`config.mk`:
```
export PLATFORM = sky130hd
export DESIGN_NAME = sg_array
export DESIGN_NICKNAME = d
export VERILOG_FILES = /design/src/rtl/sg_array.sv
export SDC_FILE = /design/constraint.sdc
export NUM_CORES = 1
export LEC_CHECK = 0
export CORE_UTILIZATION = 32
export DETAILED_ROUTE_END_ITERATION = 10
export GPL_TIMING_DRIVEN = 0
export PLACE_DENSITY = 0.47
export SKIP_LAST_GASP = 1
export SLEW_MARGIN = 20
export SYNTH_ARGS = -nofsm -noshare
export SYNTH_HDL_FRONTEND = slang
export SYNTH_SLANG_ARGS = --single-unit
```
`constraint.sdc`:
```
create_clock -name clk -period 17.3 [get_ports clk]
set_input_delay 2.595 -clock clk [delete_from_list [all_inputs] [get_ports clk]]
set_output_delay 2.595 -clock clk [all_outputs]
set_load 0.02 [all_outputs]
```
`src/rtl/sg_array.sv`:
```
// Spike-generator array: programmable period/ticks generators swept once per time unit, emitting tagged spikes.
// Optional feature: define SG_ARRAY_OVERRUN_CNT_EN to count time_unit pulses dropped during a sweep.
module sg_array #(
  parameter int NUM_GENS = 16,
  parameter int PERIOD_W = 16,
  parameter int TAG_W    = 11
) (
  input  logic                 clk,
  input  logic                 reset,
  input  logic [15:0]          prog_data,
  input  logic                 prog_valid,
  output logic                 prog_ready,
  input  logic [7:0]           gens_used,
  input  logic [NUM_GENS-1:0]  gens_en,
  input  logic                 time_unit,
  output logic [TAG_W+8:0]     out_data,
  output logic                 out_valid,
  input  logic                 out_ready,
  output logic [15:0]          overrun_cnt
);

  localparam int IDX_W = (NUM_GENS > 1) ? $clog2(NUM_GENS) : 1;

  typedef enum logic [1:0] {IDLE, SWEEP, STALL} state_t;

  state_t state, state_next;

  logic [PERIOD_W-1:0] period_r [NUM_GENS];
  logic [PERIOD_W-1:0] ticks_r  [NUM_GENS];
  logic [TAG_W-1:0]    tag_r    [NUM_GENS];
  logic                sign_r   [NUM_GENS];

  logic [8:0]          idx;
  logic [IDX_W-1:0]    g;
  logic [8:0]          limit;
  logic                blocked, done, visit, start, gen_active;

  logic [1:0]          piece;
  logic [47:0]         shreg;
  logic [63:0]         word;
  logic                prog_fire, idx_ok;
  logic                wr_pend;
  logic [IDX_W-1:0]    wr_idx;
  logic [PERIOD_W-1:0] wr_period, wr_ticks;
  logic [TAG_W-1:0]    wr_tag;
  logic                wr_sign;
  logic                unused_word;

  assign prog_ready = (state == IDLE) && !reset;
  assign prog_fire  = prog_valid && prog_ready;
  assign word       = {prog_data, shreg};
  assign idx_ok     = {1'b0, word[50:43]} < 9'(NUM_GENS);
  assign unused_word = ^word;

  assign limit      = ({1'b0, gens_used} > 9'(NUM_GENS)) ? 9'(NUM_GENS) : {1'b0, gens_used};
  assign g          = idx[IDX_W-1:0];
  assign blocked    = out_valid && !out_ready;
  assign done       = idx >= limit;
  assign gen_active = gens_en[g] && (period_r[g] != '0);

  always_ff @(posedge clk) begin
    if (reset) state <= IDLE;
    else       state <= state_next;
  end

  // A pulse on the cycle a sweep completes restarts directly instead of being treated as an overrun.
  always_comb begin
    state_next = state;
    visit      = 1'b0;
    start      = 1'b0;
    case (state)
      IDLE: begin
        if (time_unit && gens_used != 8'd0) begin
          state_next = SWEEP;
          start      = 1'b1;
        end
      end
      SWEEP: begin
        if (blocked) begin
          state_next = STALL;
        end else if (done) begin
          if (time_unit && gens_used != 8'd0) start = 1'b1;
          else                                 state_next = IDLE;
        end else begin
          visit = 1'b1;
        end
      end
      STALL: begin
        if (out_ready) state_next = SWEEP;
      end
      default: state_next = IDLE;
    endcase
  end

  always_ff @(posedge clk) begin
    if (reset) begin
      out_valid <= 1'b0;
      out_data  <= '0;
      idx       <= '0;
      piece     <= '0;
      shreg     <= '0;
      wr_pend   <= 1'b0;
      wr_idx    <= '0;
      wr_period <= '0;
      wr_ticks  <= '0;
      wr_tag    <= '0;
      wr_sign   <= 1'b0;
      for (int unsigned i = 0; i < NUM_GENS; i++) begin
        period_r[i] <= '0;
        ticks_r[i]  <= '0;
        tag_r[i]    <= '0;
        sign_r[i]   <= 1'b0;
      end
    end else begin
      if (out_valid && out_ready) out_valid <= 1'b0;

      if (start)      idx <= '0;
      else if (visit) idx <= idx + 9'd1;

      if (visit && gen_active) begin
        if (ticks_r[g] == '0) begin
          ticks_r[g] <= period_r[g] - PERIOD_W'(1);
          out_data   <= {sign_r[g], idx[7:0], tag_r[g]};
          out_valid  <= 1'b1;
        end else begin
          ticks_r[g] <= ticks_r[g] - PERIOD_W'(1);
        end
      end

      wr_pend <= 1'b0;
      if (prog_fire) begin
        piece <= piece + 2'd1;
        case (piece)
          2'd0: shreg[15:0]  <= prog_data;
          2'd1: shreg[31:16] <= prog_data;
          2'd2: shreg[47:32] <= prog_data;
          default: begin
            wr_pend   <= idx_ok;
            wr_idx    <= word[43 +: IDX_W];
            wr_period <= word[27 +: PERIOD_W];
            wr_ticks  <= word[11 +: PERIOD_W];
            wr_tag    <= word[0 +: TAG_W];
            wr_sign   <= word[51];
          end
        endcase
      end

      // Programming write is placed last so it wins over a same-cycle visit to that generator.
      if (wr_pend) begin
        period_r[wr_idx] <= wr_period;
        ticks_r[wr_idx]  <= wr_ticks;
        tag_r[wr_idx]    <= wr_tag;
        sign_r[wr_idx]   <= wr_sign;
      end
    end
  end

`ifdef SG_ARRAY_OVERRUN_CNT_EN
  logic        overrun_hit;
  logic [15:0] overrun_q;

  assign overrun_hit = time_unit && (state != IDLE) && (state_next != IDLE) && !start;

  always_ff @(posedge clk) begin
    if (reset)                              overrun_q <= '0;
    else if (overrun_hit && overrun_q != '1) overrun_q <= overrun_q + 16'd1;
  end

  assign overrun_cnt = overrun_q;
`else
  assign overrun_cnt = '0;
`endif

endmodule
```
Word-level counts from Yosys, hierarchy flattened. Memory sizes are Yosys's and may differ from the RTL's. A register that Yosys moved wholly into a read port is not among the register bits. Index checks and enable logic that the tools add are counted.

Output and inout bits: 38. RAM bits: 704. Bits of input ports: 45. Memories: 4. Register bits after elaboration: 131. Logic and storage cells: 117.

$lt $le $gt $ge: 4. Eq/ne operators: 8. Mux-type cells: 52. Reduce and logical (&&, ||, !) cells: 28. Bitwise gates (word level): 3. Add/sub/neg operators: 4.

Memories: period_r (depth 16, width 16, rd ports 1, clocked after Yosys merged registers in 1, write ports 16, line 28) `logic [PERIOD_W-1:0] period_r [NUM_GENS];`; ticks_r (depth 16, width 16, rd ports 1, clocked after Yosys merged registers in 1, write ports 16, line 29) `logic [PERIOD_W-1:0] ticks_r [NUM_GENS];`; tag_r (depth 16, width 11, rd ports 1, clocked after Yosys merged registers in 1, write ports 16, line 30) `logic [TAG_W-1:0] tag_r [NUM_GENS];`; sign_r (depth 16, width 1, rd ports 1, clocked after Yosys merged registers in 1, write ports 16, line 31) `logic sign_r [NUM_GENS];`.

Operators with widths (number): 2-to-1 mux 16 bit (4); OR reduction 16 bit (3); 2-to-1 mux 4 bit (9); subtractor 16 x 1 -> 16 bit (second input constant) (2); 2-to-1 mux 1 bit (29); logical NOT 16 bit (1); nonzero test 16 bit (1); 2-to-1 mux 11 bit (1); OR reduction 11 bit (1); 2-to-1 mux 2 bit (5); AND reduction 2 bit (5); adder 9 x 1 -> 9 bit (second input constant) (1); >= comparator 9 x 8 -> 1 bit (1); > comparator 8 x 5 -> 1 bit (second input constant) (1); < comparator 8 x 5 -> 1 bit (second input constant) (1); 2-to-1 mux 8 bit (1); nonzero test 8 bit (1); logical AND 1 bit (7); inequality test 3 bit (second input constant) (2); one-hot mux 2 bit (3 select lines) (1); < comparator 4 x 5 -> 1 bit (second input constant) (1); OR reduction 5 bit (1); binary-select mux 1 bit (select 4 bit) (1); equality test 2 x 1 -> 1 bit (second input constant) (2); 13 further kinds (17).

Logic depth before layout (Yosys ltp).
Depth in word-level cells: 13. Mapped depth: 29. Depth with buffers taken out: 19.

Worst setup path before layout. Ideal clock, no wire load.

Path type: input port to flip-flop. Start point: input gens_used[7]. End point: memory ticks_r[10][6] (data pin). Path buffers: 5. Setup time: 0.266 ns. Arrival: 7.627 ns. Required time: 17.034 ns. Setup slack: 9.408 ns. Stages: 24. Path through: nor4_1 and2_1 ha_1 nand2b_1 a21o_1 a21o_1 a211oi_1 o2111a_1 clkbuf_1 o311a_1 nor3b_1 buf_6 buf_8 mux2_4 buf_6 inv_1 ha_1 nor2b_1 nand2_1 or2_2 xnor2_1 mux2i_1 clkbuf_2 o21ai_0.

RTL lines: start: declaration (line 13) `input logic [7:0] gens_used,`; end: declaration (line 29).

==> results by group <==
Global route
  – Number of global-route vias before repair: 25,100
  – Largest net degree at the start of global routing: 29
  – Global-route wire length before repair: 189,000 um
  – GR Overflow Total: 0
  – Tot GR Track Use: 21.7%
  – Initial antenna violation count: 6

Logic synthesis
  – Count of mapped cells out of synthesis: 3,013
  – FF+latch count, synth: 839
  – Yosys top cell area share: 54.3%
  – FFs w/ async S/R, synth: 0%
  – Syn Std Cell Area: 0.0389 mm^2
  – Seq/Total Area, Yosys: 61.3%
  – Synth warn: 0
  – Yosys top cell by area: edfxtp_1
  – Synth top area cells: edfxtp_1 (54%), mux4_2 (11%), and2_1 (7.3%)
  – Number of enable flip-flop cells after synthesis: 704
  – Synth Flop Type: edfxtp_1
  – Yosys cell types: 59
  – Syn_area_per_cell: 12.9 um^2

Floorplanning
  – Core area: 0.120 mm^2
  – I/O pins: 83
  – Starting density of the core: 32.3%
  – Die area: 0.123 mm^2
  – Die Wd: 351 um
  – Die H: 351 um
  – Row count: 127

Detailed routing
  – Vias: 25,400
  – Iteration count of the initial detailed-routing pass: 6
  – DRT iter0 DRCs: 2,617
  – Via/cell ratio: 5.22
  – DRC viols: 0
  – WL/cell: 27.4 um
  – Antenna viol nets, final: 0
  – Drt total wl: 134,000 um

Timing
  – Final setup fails: 0
  – Max-slew violation count: 0
  – Unrepaired setup endpoints after global routing: no
  – Final min period: 9.73 ns
  – FMAX: 103 MHz
  – Clock skew: 0.0353 ns
  – Slew @ Worst Pin: 1.22 ns
  – Fin. Hold Viols: 0
  – Final Cycle Share: 56.2%
  – Setup TNS: 0 ns
  – Hold Worst Slack: 0.448 ns
  – Slew margin rel.: 18.7%

Hold path
  – Worst hold-check path type: flop to flop

Outcome
  – Status: complete, no violations

Setup path
  – Required time of the critical path: 17.68 ns
  – CP top delay family: simple AND/OR/NAND/NOR gates
  – Critical-path top delay cell: nor4_1
  – Critical path arrival: 10.11 ns
  – Critical Path Max Stage Delay: 0.78 ns
  – Crit path buffers/inverters: 7
  – CP startpoint kind: input port
  – Crit Path Max Fanout: 10
  – Critical path type: input port to flop
  – Crit. End Element: flop

Final layout
  – Area Overhead vs Synth: 14.3%
  – Fillers: 11,800
  – Most common cell after layout, fill and taps aside: edfxtp_1
  – Layout cells sized above 1: 13.7%
  – Nets: 3,250
  – Most frequent cells in the layout: edfxtp_1 (704), nand2_1 (504), and2_1 (453)

Placed design
  – Number of port buffers: 65
  – Post-DP HPWL: 89,500 um
  – Placer Congestion: 0.838

Clock tree
  – CTS tree: yes
  – # hold bufs at CTS: 0
  – H-tree level count: 3
  – Clock Pin Slew Worst Setup and Hold Paths: 0.06 ns
  – Setup Fix Bufs, Post-CTS: 0
  – Clk sink count: 839
  – Maximum clock path buffer count: 3
  – Clock Latency Late Sink: 0.67 ns
  – Cts repair resizes: 0
  – Clock Root Buffer: clkbuf_16
  – Number of CTS-inserted buffers: 89

Pwr
  – Power per standard cell area: 100 mW/mm^2
  – Leak pwr: 14.9 nW
  – Peak supply drop: 79.1 uV

Run
  – Max Cap Violations: 0
==> flip-flops by register name, summed over array words and instances (netlist names), 9 cells and up, named ones only <==
register   flops
sign_r        16
out_data      20
tag_r        176
shreg         48
wr_tag        11
wr_ticks      16
idx            9
wr_period     16
period_r     256
ticks_r      256
==> synth_stat cells (all sizes together) (17+ instances only) <==
cell,number
a21oi,101
xor2,19
a22oi,47
and2,454
buf,86
edfxtp,704
mux4,195
clkbuf,212
nand2,504
or3,17
o21ai,266
or2,17
ha,17
mux2i,40
dfxtp,135
nor2,68
==> tightest hold or removal path: cells and delay by family (launching register included) <==
family           cells  cell delay [ns]
AO/OA/AOI/OAI        1             0.05
AND/OR/NAND/NOR      1             0.05
flip-flops           1             0.31
==> kinds of logic after synthesis <==
group | after synthesis | synth area share, %
and+or+nand+nor | 1131 | 14.5
DFF | 839 | 61.3
AOI/OAI and AO/OA | 448 | 6.56
buffers and inverters | 306 | 3.67
muxes | 239 | 12.7
xor gates and xnor gates | 31 | 0.698
adders and majority gates | 17 | 0.547
other | 2 | 0.0193
==> path summary, 6_finish.rpt <==
check	start	end	slack (ns)	cells after the start
setup / recovery	gens_used[7]	ticks_r[13][14]$_DFFE_PP_	7.57	25
hold / removal	shreg[18]$_SDFFE_PP0P_	wr_ticks[7]$_SDFFE_PP0P_	0.45	2
setup reg to reg	idx[0]$_SDFFE_PP0N_	ticks_r[13][14]$_DFFE_PP_	8.02	26
hold reg to reg	shreg[18]$_SDFFE_PP0P_	wr_ticks[7]$_SDFFE_PP0P_	0.45	2
==> final cells by class <==
class / instances / area, um^2 / area share [%]
Antenna cell: 1 / 2.50 / 0.00562
Buffer: 298 / 1400 / 3.15
Clock buffer: 123 / 2510 / 5.64
Clock inverter: 40 / 285 / 0.641
Inverter: 8 / 30.0 / 0.0675
Multi-Input combinational cell: 1885 / 13700 / 30.9
Sequential cell: 839 / 23800 / 53.6
Tap cell: 1612 / 2020 / 4.53
Timing Repair Buffer: 67 / 673 / 1.51
==> per-stage QoR <==
step / utilization, % / worst slack (ns) / power (mW) / std cells / area [um^2]
global placement: 34.6 / 6.95 / 2.62 / 4707 / 41600
detailed placement: 34.7 / 6.93 / 2.62 / 4709 / 41700
floorplan: - / 9.41 / 2.49 / 3030 / 39000
global route: 37.0 / 7.01 / 4.58 / 4872 / 44500
CTS: 37.0 / 7.66 / 4.49 / 4872 / 44500
finish: 37.0 / 7.57 / 4.46 / 4873 / 44500
==> metal layers <==
metal | wire [um] | GRT usage (%) | part of all wire (%) | vias to the layer above
li1 | - | - | - | 11200
met1 | 58900 | 30.6 | 44 | 13000
met2 | 62000 | 34.5 | 46 | 972
met3 | 8970 | 3.07 | 6.7 | 193
met4 | 3670 | 6.80 | 2.7 | 0
met5 | 0 | 0 | 0 | -
==> power by group <==
| part | switching (mW) | internal [mW] | leakage [nW] |
|---|---|---|---|
| clock | 0.845 | 1.05 | 1.37 |
| sequential | 0.0188 | 2.25 | 8.25 |
| combinational | 0.196 | 0.109 | 5.23 |
No activity file was read; power rests on OpenSTA's default activity.
